### src/rtl/egg_timer_ctrl.sv
// Egg timer sequencer: INIT/TCONFIG/PAUSE/RESUME/DONE state machine, 12-bit seconds
// count, 1 Hz countdown prescaler and alarm LED blinker.
module egg_timer_ctrl #(
    parameter int CLK_HZ       = 5000000,
    parameter int MAX_COUNT    = 3599,
    parameter int BLINK_CYCLES = 2500000
) (
    input  logic        clk,
    input  logic        rst,
    input  logic        enable,
    input  logic        cook_time,
    input  logic        start,
    input  logic        mins,
    input  logic        secs,
    output logic [2:0]  state,
    output logic [11:0] count,
    output logic        LED_on,
    output logic        LED_en
);

    typedef enum logic [2:0] {
        ST_INIT    = 3'd0,
        ST_TCONFIG = 3'd1,
        ST_PAUSE   = 3'd2,
        ST_RESUME  = 3'd3,
        ST_DONE    = 3'd4
    } state_e;

    localparam int PW = (CLK_HZ > 1) ? $clog2(CLK_HZ) : 1;
    localparam int BW = (BLINK_CYCLES > 1) ? $clog2(BLINK_CYCLES) : 1;

    localparam logic [PW-1:0] PRESC_MAX = PW'(CLK_HZ - 1);
    localparam logic [BW-1:0] BLINK_MAX = BW'(BLINK_CYCLES - 1);
    localparam logic [11:0]   MAX_CNT   = 12'(MAX_COUNT);

    state_e        state_q, state_d;
    logic [11:0]   count_q, count_d;
    logic [PW-1:0] presc_q, presc_d;
    logic [BW-1:0] blink_q, blink_d;
    logic          led_on_q, led_on_d;
    logic          led_en_q, led_en_d;
    logic          mins_q, secs_q;

    logic          mins_press, secs_press, tick;
    logic [5:0]    add_amt;
    logic [12:0]   cfg_sum;
    logic [11:0]   cfg_count;

    assign mins_press = mins & ~mins_q;
    assign secs_press = secs & ~secs_q;

    // Configured time saturates at MAX_COUNT instead of wrapping.
    assign add_amt   = (mins_press ? 6'd60 : 6'd0) + (secs_press ? 6'd1 : 6'd0);
    assign cfg_sum   = {1'b0, count_q} + {7'd0, add_amt};
    assign cfg_count = (cfg_sum > {1'b0, MAX_CNT}) ? MAX_CNT : cfg_sum[11:0];

    assign tick = (state_q == ST_RESUME) && (presc_q == PRESC_MAX);

    // NOTE: every register gets an explicit reset value here; there is no memory array,
    // so nothing is left to power-up state.
    always_ff @(posedge clk) begin
        // NOTE: sequential state uses non-blocking assignments so all registers update
        // together from the same pre-edge values.
        if (rst) begin
            state_q  <= ST_INIT;
            count_q  <= '0;
            presc_q  <= '0;
            blink_q  <= '0;
            led_on_q <= 1'b0;
            led_en_q <= 1'b0;
            mins_q   <= 1'b0;
            secs_q   <= 1'b0;
        end else begin
            state_q  <= state_d;
            count_q  <= count_d;
            presc_q  <= presc_d;
            blink_q  <= blink_d;
            led_on_q <= led_on_d;
            led_en_q <= led_en_d;
            mins_q   <= mins;
            secs_q   <= secs;
        end
    end

    always_comb begin
        // NOTE: defaults first so every path assigns every signal and no latch is inferred.
        state_d  = state_q;
        count_d  = count_q;
        presc_d  = presc_q;
        blink_d  = blink_q;
        led_on_d = led_on_q;
        led_en_d = led_en_q;

        if (enable) begin
            case (state_q)
                ST_INIT: begin
                    if (cook_time) state_d = ST_TCONFIG;
                end
                ST_TCONFIG: begin
                    count_d = cfg_count;
                    if (!cook_time) state_d = ST_PAUSE;
                end
                ST_PAUSE: begin
                    if (cook_time)                       state_d = ST_TCONFIG;
                    else if (start && count_q != 12'd0) state_d = ST_RESUME;
                end
                ST_RESUME: begin
                    if (cook_time)   state_d = ST_TCONFIG;
                    else if (!start) state_d = ST_PAUSE;
                    else if (tick) begin
                        if (count_q <= 12'd1) begin
                            count_d = 12'd0;
                            state_d = ST_DONE;
                        end else begin
                            count_d = count_q - 12'd1;
                        end
                    end
                end
                ST_DONE: begin
                    if (cook_time)   state_d = ST_TCONFIG;
                    else if (!start) state_d = ST_INIT;
                end
                default: state_d = ST_INIT;
            endcase

            // Prescaler only runs while staying in RESUME; any entry or exit restarts the second.
            if (state_q == ST_RESUME && state_d == ST_RESUME)
                presc_d = tick ? '0 : presc_q + PW'(1);
            else
                presc_d = '0;

            if (state_d == ST_DONE) begin
                if (state_q != ST_DONE) begin
                    blink_d  = '0;
                    led_en_d = 1'b1;
                end else if (blink_q == BLINK_MAX) begin
                    blink_d  = '0;
                    led_en_d = ~led_en_q;
                end else begin
                    blink_d  = blink_q + BW'(1);
                end
            end else begin
                blink_d  = '0;
                led_en_d = 1'b0;
            end

            led_on_d = (state_d == ST_RESUME);
        end
    end

    assign state  = state_q;
    assign count  = count_q;
    assign LED_on = led_on_q;
    assign LED_en = led_en_q;

endmodule

### config.mk
export PLATFORM = sky130hd
export DESIGN_NAME = egg_timer_ctrl
export DESIGN_NICKNAME = d
export VERILOG_FILES = /design/src/rtl/egg_timer_ctrl.sv
export SDC_FILE = /design/constraint.sdc
export NUM_CORES = 1
export LEC_CHECK = 0
export CAP_MARGIN = 0
export CORE_MARGIN = 4
export CORE_UTILIZATION = 50
export DETAILED_ROUTE_END_ITERATION = 10
export PLACE_DENSITY = 0.81
export SLEW_MARGIN = 20
export SYNTH_ARGS = -nofsm -noshare
export SYNTH_HDL_FRONTEND = slang
export SYNTH_SLANG_ARGS = --single-unit
export TNS_END_PERCENT = 5
### constraint.sdc
create_clock -name clk -period 3.93 [get_ports clk]
set_input_delay 0.786 -clock clk [delete_from_list [all_inputs] [get_ports clk]]
set_output_delay 0.786 -clock clk [all_outputs]
set_load 0.01 [all_outputs]
# Word-level counts from Yosys, hierarchy flattened
# Cells that the tools add are included.
[classes] addsub=5 bitwise=5 magnitude_cmp=2 n_eq_ne=13 reduce_logical=8 muxes=28
[ops] cell="2-to-1 mux 22 bit" count=3
[ops] cell="2-to-1 mux 12 bit" count=5
[ops] cell="2-to-1 mux 23 bit" count=2
[ops] cell="2-to-1 mux 3 bit" count=11
[ops] cell="case mux 12 bit (2 select lines)" count=1
[ops] cell="adder 23 x 1 -> 23 bit (second input constant)" count=1
[ops] cell="equality test 23 bit (second input constant)" count=1
[ops] cell="adder 22 x 1 -> 22 bit (second input constant)" count=1
[ops] cell="equality test 22 bit (second input constant)" count=1
[ops] cell="case mux 3 bit (5 select lines)" count=1
[ops] cell="adder 12 x 6 -> 13 bit" count=1
[ops] cell="greater-than comparator 13 x 12 -> 1 bit (second input constant)" count=1
[ops] cell="<= comparator 12 x 1 -> 1 bit (second input constant)" count=1
[ops] cell="nonzero test 12 bit" count=1
[ops] cell="subtractor 12 x 1 -> 12 bit (second input constant)" count=1
[ops] cell="equality test 3 x 2 -> 1 bit (second input constant)" count=3
[ops] cell="adder 6 x 1 -> 6 bit" count=1
[ops] cell="equality test 3 bit (second input constant)" count=2
[ops] cell="2-to-1 mux 6 bit" count=1
[ops] cell="!= test 2 bit (second input constant)" count=3
[ops] cell="AND reduction 5 bit" count=1
[ops] cell="2-to-1 mux 1 bit" count=4
[ops] cell="equality test 3 x 1 -> 1 bit (second input constant)" count=1
[ops] cell="logical AND 1 bit" count=3
[ops] cell="7 further kinds" count=10
[totals] input_bits=7 word_cells=69 output_inout_bits=17 register_bits=64

# Longest topological paths before layout
# Gate-level depths: netlist of run 1.
[depth] depth_word=10 depth_mapped=11 mapped_depth_nobuf=10

# Worst setup path before layout of run 1
# OpenSTA, ideal clock, no wires.
[synth_path] path_type="in2reg" startpoint="in mins" endpoint="reg count_q[6], in the netlist count[6]" setup_time_ns=0.095 required_ns=3.835 arrival_time_ns=2.881 cell_stages=9 path_buffers=0 path_slack_ns=0.954 cell_sequence="nor2b_1 -> ha_1 -> a211o_1 -> a211oi_1 -> o21ai_0 -> o31a_1 -> a21oi_1 -> o21ai_0 -> a221oi_1"
[synth_between] elab_chain_cells=7
[synth_rtl] element="start, declared" line_no="13" text="input logic mins,"
[synth_rtl] element="AND 1 bit (*)" line_no="49" text="assign mins_press = mins & ~mins_q;"
[synth_rtl] element="2-to-1 mux 6 bit (*)" line_no="53" text="assign add_amt = (mins_press ? 6'd60 : 6'd0) + (secs_press ? 6'd1 : 6'd0);"
[synth_rtl] element="adder 6 x 1 -> 6 bit (*)" line_no="53"
[synth_rtl] element="adder 12 x 6 -> 13 bit (*)" line_no="54" text="assign cfg_sum = {1'b0, count_q} + {7'd0, add_amt};"
[synth_rtl] element="greater-than comparator 13 x 12 -> 1 bit" line_no="55" text="assign cfg_count = (cfg_sum > {1'b0, MAX_CNT}) ? MAX_CNT : cfg_sum[11:0];"
[synth_rtl] element="2-to-1 mux 12 bit (*)" line_no="55"
[synth_rtl] element="case mux 12 bit (2 select lines) (*)" line_no="95" text="case (state_q)"
[synth_rtl] element="end signal, assigned" line_no="75" text="count_q <= count_d;"
[synth_rtl] element="end, declared" line_no="37" text="logic [11:0] count_q, count_d;"
# Mark *: on every way between the ends. The rest lies on a longest branch, timed or not.
# A chain may end at the register's enable or synchronous reset.

# Final worst setup path of run 1
[layout_path] startpoint="in mins" endpoint="reg count_q[3], in the netlist count[3]"
# Same word-level chain as after synthesis.

==> insert_results.sql, run 1 <==
INSERT INTO impl_metrics (metric_group, metric, value, unit) VALUES
('critical_path', 'setup.worst_path.end_class', 'flop', ''),
('logic_synthesis', 'muxShareOfSynthArea', '0.731', '%'),
('sta', 'maxClockFrequency', '285', 'MHz'),
('sta', 'post-route-period-util', '89.3', '%'),
('logic_synthesis', 'combinational_family_with_the_most_area_after_synthesis', 'simple AND/OR/NAND/NOR gates', ''),
('critical_path', 'crit_path_start', 'mins', ''),
('global_route', 'grt_max_degree', '49', ''),
('global_route', 'globalRoute.totalOverflow', '0', ''),
('power_and_ir_drop', 'sequentialPowerShare', '47.1', '%'),
('worst_hold_path', 'min-delay-path-class', 'reg -> reg', ''),
('critical_path', 'worstSetupPathType', 'in -> reg', ''),
('power_and_ir_drop', 'combPwrFrac', '12.2', '%'),
('critical_path', 'maximum_fanout_along_the_worst_path', '5', ''),
('sta', 'worst_slew_margin_rel', '37.5', '%'),
('final_layout', 'area_growth', '11.3', '%'),
('power_and_ir_drop', 'totalPowerFinal', '1420', 'µW'),
('logic_synthesis', 'syn-mean-instance-area', '7.88', 'µm²'),
('route', 'drc_errors', '0', ''),
('clocking', 'worstSkewPairLatency', '0.35', 'ns'),
('clocking', 'clk_root_buffer_cell', 'sky130_fd_sc_hd__clkbuf_8', ''),
('critical_path', 'timing.critical_path.required', '4.11', 'ns'),
('final_layout', 'multiInputGateArea', '0.00263', 'mm²'),
('floorplan', 'floorplan.die_area', '0.00972', 'mm²'),
('logic_synthesis', 'synth_top_cell_by_area', 'sky130_fd_sc_hd__dfxtp_1', ''),
('logic_synthesis', 'postSynthRegisterBits', '64', ''),
('power_and_ir_drop', 'leakage', '0.00150', 'µW'),
('power_and_ir_drop', 'p_per_area', '311', 'mW/mm²'),
('final_layout', 'antenna_cells', '0', ''),
('final_layout', 'final_cell_area_excluding_filler_cells', '0.00457', 'mm²'),
('floorplan', 'ios', '24', ''),
('floorplan', 'initial_utilization', '52.3', '%'),
('global_route', 'grt_antenna_before_repair', '0', ''),
('critical_path', 'r2r_path_end', 'presc_q[9]$_SDFFE_PP0P_', ''),
('power_and_ir_drop', 'power_report.internal_total', '1050', 'µW'),
('status', 'status', 'completed', ''),
('logic_synthesis', 'netlist.area_leader.share', '31.2', '%'),
('clocking', 'ctsResizeCount', '0', ''),
('sta', 'rsz_0062_raised_after_global_routing', 'no', ''),
('final_layout', 'area_taken_by_flip_flops_and_latches', '0.00128', 'mm²'),
('floorplan', 'core_region', '0.00785', 'mm²'),
('route', 'detailedRoute.firstPassIterationCount', '4', ''),
('critical_path', 'path_cells', 'clkdlybuf4s50_1 > nor2b_1 > ha_1 > a211o_1 > a211oi_1 > o21ai_0 > o31a_1 > a21oi_1 > nand3b_1 > a221oi_1', ''),
('critical_path', 'worstPathArrival', '3.69', 'ns'),
('critical_path', 'r2r_setup_slack', '1.03', 'ns'),
('clocking', 'cts.clk_slew.worst_paths', '0.07', 'ns'),
('floorplan', 'die_w', '98.6', 'µm'),
('power_and_ir_drop', 'vdd_ir_drop_max', '0.000168', 'V'),
('floorplan', 'die_height', '98.6', 'µm'),
('logic_synthesis', 'synth_sequential_area_ratio', '31.2', '%'),
('placement', 'globalplace.congestion', '0.937', ''),
('clocking', 'clockBufferDepth', '2', ''),
('placement', 'placement_cell_area', '0.00437', 'mm²'),
('final_layout', 'finish.net_count', '549', ''),
('critical_path', 'worstSetupStartpointType', 'input pin', ''),
('clocking', 'numClockSinks', '64', ''),
('critical_path', 'worst_r2r_path_depth', '7', ''),
('global_route', 'met2_usage', '33.8', '%'),
('critical_path', 'regToRegStartpoint', 'state[2]$_SDFFE_PP0P_', ''),
('clocking', 'cts_hold_buffers', '0', ''),
('logic_synthesis', 'synth_compound_area_share', '19.7', '%'),
('logic_synthesis', 'synth_top_flop_cell', 'sky130_fd_sc_hd__dfxtp_1', ''),
('critical_path', 'worst_setup_endpoint', 'count[3]$_SDFFE_PP0P_', ''),
('route', 'finalWirelength', '10.3', 'mm'),
('power_and_ir_drop', 'clockPowerShare', '40.7', '%'),
('flow_run', 'timing.max_cap.violations', '0', ''),
('clocking', 'cts_max_level', '3', ''),
('placement', 'dp.final_hpwl', '7.16', 'mm'),
('sta', 'timing.setup.tns', '0', 'ns'),
('route', 'via_count', '4045', ''),
('logic_synthesis', 'ys_types', '70', ''),
('logic_synthesis', 'postSynth.asyncResetShare', '0', '%');
[Yosys cell counts (3+ instances only)]
library cell	count
sky130_fd_sc_hd__dfxtp_1	64
sky130_fd_sc_hd__nor2_1	56
sky130_fd_sc_hd__a21oi_1	35
sky130_fd_sc_hd__nand2_1	35
sky130_fd_sc_hd__nor3_1	29
sky130_fd_sc_hd__nand3_1	24
sky130_fd_sc_hd__clkbuf_1	19
sky130_fd_sc_hd__xnor2_1	19
sky130_fd_sc_hd__o21ai_1	17
sky130_fd_sc_hd__and3_1	15
sky130_fd_sc_hd__inv_1	13
sky130_fd_sc_hd__nand4_1	13
sky130_fd_sc_hd__nand3b_1	12
sky130_fd_sc_hd__xor2_1	11
sky130_fd_sc_hd__a31oi_1	10
sky130_fd_sc_hd__ha_1	10
sky130_fd_sc_hd__nor4_1	9
sky130_fd_sc_hd__buf_2	8
sky130_fd_sc_hd__o21ai_0	8
sky130_fd_sc_hd__or3_1	7
sky130_fd_sc_hd__a311o_1	6
sky130_fd_sc_hd__nor2b_1	6
sky130_fd_sc_hd__nor3b_1	6
sky130_fd_sc_hd__nor4b_1	6
sky130_fd_sc_hd__a211oi_1	5
sky130_fd_sc_hd__nor4b_2	5
sky130_fd_sc_hd__a211o_1	4
sky130_fd_sc_hd__a31o_1	4
sky130_fd_sc_hd__and4_1	4
sky130_fd_sc_hd__mux2i_1	3
sky130_fd_sc_hd__nand2b_1	3
sky130_fd_sc_hd__or2_2	3
[layout make-up]
| type | instances | area share, % |
|---|---|---|
| clock buffer | 13 | 3.48 |
| tap | 102 | 2.79 |
| sequential | 64 | 28.0 |
| timing repair buffer | 30 | 6.08 |
| inverter | 14 | 1.15 |
| multi-input combinational | 413 | 57.6 |
| clock inverter | 3 | 0.876 |
[flip-flops by register name, indices dropped and copies added (netlist names)]
signal   cells
LED_on       1
LED_en       1
count       12
blink_q     22
secs_q       1
presc_q     23
state        3
mins_q       1
[worst min-delay path by stage]
stage / startpoint / slack [ns] / endpoint / cells past startpoint
after floorplan: blink_q[1]$_SDFFE_PP0P_ / 0.45 / blink_q[1]$_SDFFE_PP0P_ / 2
after global placement: LED_on$_SDFFE_PP0P_ / 0.46 / LED_on$_SDFFE_PP0P_ / 2
after detailed placement: LED_on$_SDFFE_PP0P_ / 0.46 / LED_on$_SDFFE_PP0P_ / 2
after CTS: LED_on$_SDFFE_PP0P_ / 0.47 / LED_on$_SDFFE_PP0P_ / 2
after global routing: LED_on$_SDFFE_PP0P_ / 0.50 / LED_on$_SDFFE_PP0P_ / 2
final: LED_on$_SDFFE_PP0P_ / 0.47 / LED_on$_SDFFE_PP0P_ / 2
[power groups by stage]
stage                     logic [µW]  registers, µW  clock network (µW)
after floorplan                  122            680                   0
final                            174            670                 579
after detailed placement         170            684                   0
after CTS                        171            669                 588
after global routing             190            671                 614
after global placement           169            684                   0
[cells in the final DEF (no fill, tap or decap), types with 6 or more instances in the layout]
cell type                         synthesis  final
sky130_fd_sc_hd__a21oi_1                 35     35
sky130_fd_sc_hd__a311o_1                  6      6
sky130_fd_sc_hd__a31oi_1                 10     10
sky130_fd_sc_hd__and3_1                  15     15
sky130_fd_sc_hd__buf_4                    0      7
sky130_fd_sc_hd__clkbuf_8                 0     11
sky130_fd_sc_hd__clkdlybuf4s50_1          0     22
sky130_fd_sc_hd__dfxtp_1                 64     64
sky130_fd_sc_hd__ha_1                    10     10
sky130_fd_sc_hd__inv_1                   13     13
sky130_fd_sc_hd__nand2_1                 35     35
sky130_fd_sc_hd__nand3_1                 24     24
sky130_fd_sc_hd__nand3b_1                12     12
sky130_fd_sc_hd__nand4_1                 13     13
sky130_fd_sc_hd__nor2_1                  56     56
sky130_fd_sc_hd__nor2b_1                  6      6
sky130_fd_sc_hd__nor3_1                  29     29
sky130_fd_sc_hd__nor3b_1                  6      6
sky130_fd_sc_hd__nor4_1                   9      9
sky130_fd_sc_hd__nor4b_1                  6      6
sky130_fd_sc_hd__o21ai_0                  8      8
sky130_fd_sc_hd__o21ai_1                 17     17
sky130_fd_sc_hd__or3_1                    7      7
sky130_fd_sc_hd__xnor2_1                 19     19
sky130_fd_sc_hd__xor2_1                  11     11
[metrics by stage]
stage               utilization (%)  instances
finish                         58.2        639
global route                   58.2        639
CTS                            58.2        639
detailed placement             55.7        623
global placement               55.7        623
floorplan                         -        521
[per-layer routing]
metal  part of all wire [%]  up-vias
met5                      0        -
met4                    1.6        0
met3                    6.2       19
met2                     46      149
met1                     46     1908
li1                       -     1969
[critical path, delay by kind of cell]
| kind | cells | cell delay, ns |
|---|---|---|
| AOI/OAI and AO/OA | 6 | 1.53 |
| adders and majority gates | 1 | 0.34 |
| buffers and inverters | 1 | 0.47 |
| and+or+nand+nor | 2 | 0.55 |
[cells by family after synthesis]
group,count (synthesis)
simple gates,249
compound gates,121
flops,64
buf+inv,44
xor+xnor,30
fa+ha+maj,10
mux,3
(Power assumes the default switching activity.)
==> run 2: changes to the inputs <==
- CORE_UTILIZATION: 50 -> 57
- PLACE_DENSITY: 0.81 -> 0.89
==> run 2 against run 1 <==
  * Sequential share of layout area shrank 0.19 points
  * Maximum frequency rose by 1.8%
  * Clock power up 13%
  * Sequential power is essentially flat
  * Clock skew hardly changed
  * Setup slack better by 0.061 ns
  * Global-route usage is 3.6 points higher
  * Critical path depth is the same
  * Routed wire length grew 3.2%
  * Die area shrank 11%
  * Count of clock-buffer cells in the layout fell by 3
  * Critical path type unchanged
  * Critical endpoint is now count[6]$_SDFFE_PP0P_
  * Highest routed layer unchanged
==> insert_results.sql, run 2 (synthesis results as in run 1) <==
INSERT INTO impl_metrics (metric_group, metric, value, unit) VALUES
('power_and_ir_drop', 'p_per_area', '327', 'mW/mm²'),
('sta', 'count_of_pins_over_their_slew_limit', '0', ''),
('worst_hold_path', 'hold-path-endpoint', 'LED_on$_SDFFE_PP0P_', ''),
('power_and_ir_drop', 'leakage', '0.00151', 'µW'),
('worst_hold_path', 'worstHoldPathCells', '2', ''),
('final_layout', 'most_frequent_standard_cell_in_the_layout_excluding_fill_and_tap_cells', 'sky130_fd_sc_hd__dfxtp_1', ''),
('critical_path', 'worst_r2r_path_depth', '7', ''),
('placement', 'cell_total_after_placement', '618', ''),
('sta', 'finalHoldViolCount', '0', ''),
('clocking', 'cts.clk_slew.worst_paths', '0.08', 'ns'),
('critical_path', 'worstSetupPathType', 'in -> reg', ''),
('sta', 'setup_ws', '0.482', 'ns'),
('clocking', 'worstSkewPairLatency', '0.35', 'ns'),
('route', 'drc_errors', '0', ''),
('floorplan', 'floorplan.die_area', '0.00862', 'mm²'),
('sta', 'timing.setup.tns', '0', 'ns'),
('critical_path', 'timing.critical_path.required', '4.19', 'ns'),
('clocking', 'tritoncts_clock_tree', 'done', ''),
('floorplan', 'site_row_count', '30', ''),
('floorplan', 'die_height', '92.9', 'µm'),
('global_route', 'grt_max_degree', '48', ''),
('critical_path', 'r2r_setup_slack', '1.07', 'ns'),
('final_layout', 'layout.core_utilization', '66.6', '%'),
('sta', 'worst_slew_margin_rel', '54.1', '%'),
('worst_hold_path', 'timing.hold.worst.start', 'LED_on$_SDFFE_PP0P_', ''),
('route', 'viasPerCell', '6.51', ''),
('sta', 'rsz_0062_raised_after_global_routing', 'no', ''),
('route', 'route.antenna.remaining_nets', '0', ''),
('worst_hold_path', 'min-delay-path-class', 'reg -> reg', ''),
('sta', 'period_needed', '3.45', 'ns'),
('placement', 'placement_cell_area', '0.00437', 'mm²'),
('final_layout', 'largest_register_ff_count', '23', ''),
('route', 'finalWirelength', '10.6', 'mm'),
('sta', 'clock_skew', '0.00933', 'ns'),
('final_layout', 'drive_gt1_share', '7.62', '%'),
('power_and_ir_drop', 'power.share.switching', '26.9', '%'),
('floorplan', 'core_region', '0.00691', 'mm²'),
('critical_path', 'worstPathArrival', '3.71', 'ns'),
('clocking', 'cts_inserted_buffers', '9', ''),
('clocking', 'ctsResizeCount', '0', ''),
('final_layout', 'area_taken_by_flip_flops_and_latches', '0.00128', 'mm²'),
('power_and_ir_drop', 'sequentialPowerShare', '44.5', '%'),
('final_layout', 'finish.net_count', '550', ''),
('critical_path', 'worstSetupStartpointType', 'input pin', ''),
('status', 'status', 'completed', ''),
('power_and_ir_drop', 'total_switching_power', '404', 'µW'),
('global_route', 'globalRoute.totalOverflow', '0', ''),
('final_layout', 'final_cell_area_excluding_filler_cells', '0.00460', 'mm²'),
('final_layout', 'most-common-layout-cells', '64 x sky130_fd_sc_hd__dfxtp_1, 56 x sky130_fd_sc_hd__nor2_1, 35 x sky130_fd_sc_hd__nand2_1, 35 x sky130_fd_sc_hd__a21oi_1, 29 x sky130_fd_sc_hd__nor3_1', ''),
('power_and_ir_drop', 'vdd_ir_drop_max', '0.000212', 'V'),
('power_and_ir_drop', 'power_report.internal_total', '1100', 'µW'),
('sta', 'post-route-period-util', '87.7', '%'),
('floorplan', 'die_w', '92.9', 'µm'),
('global_route', 'global_route_wire_length_before_repair', '17.4', 'mm'),
('placement', 'place.port_buffers', '23', ''),
('final_layout', 'antenna_cells', '0', ''),
('placement', 'dp.final_hpwl', '7.28', 'mm'),
('route', 'via_count', '4125', ''),
('critical_path', 'r2r_path_end', 'presc_q[20]$_SDFFE_PP0P_', ''),
('final_layout', 'area_growth', '12.1', '%'),
('global_route', 'gr-usage-all-layers', '24.6', '%'),
('route', 'detailedRoute.firstPassIterationCount', '5', ''),
('final_layout', 'multiInputGateArea', '0.00263', 'mm²'),
('sta', 'worst-slew-pin-transition', '0.687', 'ns'),
('final_layout', 'stdcell_count', '634', ''),
('final_layout', 'registers.top_by_ff_count', 'presc_q', ''),
('critical_path', 'regToRegStartpoint', 'state[1]$_SDFFE_PP0P_', ''),
('clocking', 'clockBufferDepth', '2', ''),
('power_and_ir_drop', 'combPwrFrac', '12.0', '%'),
('global_route', 'grt_antenna_before_repair', '0', ''),
('clocking', 'post-cts-setup-buffers', '0', ''),
('critical_path', 'setup.worst_path.end_class', 'flop', ''),
('global_route', 'number_of_global_route_vias_before_repair', '3696', ''),
('final_layout', 'num-fill-cells', '602', ''),
('power_and_ir_drop', 'clockPowerShare', '43.5', '%'),
('placement', 'preCtsSetupSlack', '0.180', 'ns'),
('clocking', 'cts_max_level', '3', ''),
('clocking', 'cts_hold_buffers', '0', ''),
('clocking', 'clk_root_buffer_cell', 'sky130_fd_sc_hd__clkbuf_8', ''),
('floorplan', 'initial_utilization', '59.4', '%'),
('route', 'wl_per_cell', '16.7', 'µm'),
('flow_run', 'timing.max_cap.violations', '0', ''),
('route', 'drt_iter0_markers', '492', ''),
('floorplan', 'ios', '24', ''),
('sta', 'final_number_of_setup_violating_endpoints', '0', ''),
('sta', 'maxClockFrequency', '290', 'MHz'),
('clocking', 'numClockSinks', '64', ''),
('placement', 'globalplace.congestion', '0.970', ''),
('critical_path', 'maximum_fanout_along_the_worst_path', '4', '');
-- run 2: area by class of cell --
cell class,instances,area share (%)
clock inverters,6,2.01
inverters,14,1.14
well taps,96,2.61
repair buffers,31,6.20
clock buffers,10,2.99
multi-input cells,413,57.2
flip-flops and latches,64,27.8
-- run 2: metrics by stage --
| step | power, µW | hold WS [ns] |
|---|---|---|
| 2_1_floorplan | 802 | 0.454 |
| 3_3_place_gp | 854 | 0.457 |
| 3_5_place_dp | 858 | 0.459 |
| 4_1_cts | 1500 | 0.472 |
| 5_1_grt | 1560 | 0.499 |
| 6_report | 1500 | 0.471 |
-- run 2: worst max path at each step --
stage | from | endpoint | cells after the start
after floorplan | mins | count[6]$_SDFFE_PP0P_ | 9
after global placement | mins | count[6]$_SDFFE_PP0P_ | 10
after detailed placement | mins | count[6]$_SDFFE_PP0P_ | 10
after CTS | mins | count[6]$_SDFFE_PP0P_ | 10
after global routing | mins | count[6]$_SDFFE_PP0P_ | 10
final | mins | count[6]$_SDFFE_PP0P_ | 10
-- run 2: critical path: stages --
cell,delay (ns)
sky130_fd_sc_hd__clkdlybuf4s50_1,0.47
sky130_fd_sc_hd__nor2b_1,0.30
sky130_fd_sc_hd__ha_1,0.34
sky130_fd_sc_hd__a211o_1,0.33
sky130_fd_sc_hd__a211oi_1,0.38
sky130_fd_sc_hd__o21ai_0,0.16
sky130_fd_sc_hd__o31a_1,0.33
sky130_fd_sc_hd__a21oi_1,0.21
sky130_fd_sc_hd__o21ai_0,0.12
sky130_fd_sc_hd__a221oi_1,0.27
-- run 2: power groups by stage --
stage,Combinational [µW],Sequential [µW],Clock [µW]
2_1_floorplan,122,680,0
3_3_place_gp,170,683,0
3_5_place_dp,174,684,0
4_1_cts,176,669,656
5_1_grt,194,671,693
6_report,180,669,654
-- run 2: per-layer routing --
metal	wire length (µm)	vias to the layer above	track usage (%)
li1	-	1964	-
met1	4540	1924	32.6
met2	4950	210	39.6
met3	873	27	4.39
met4	222	0	9.65
met5	0	-	0
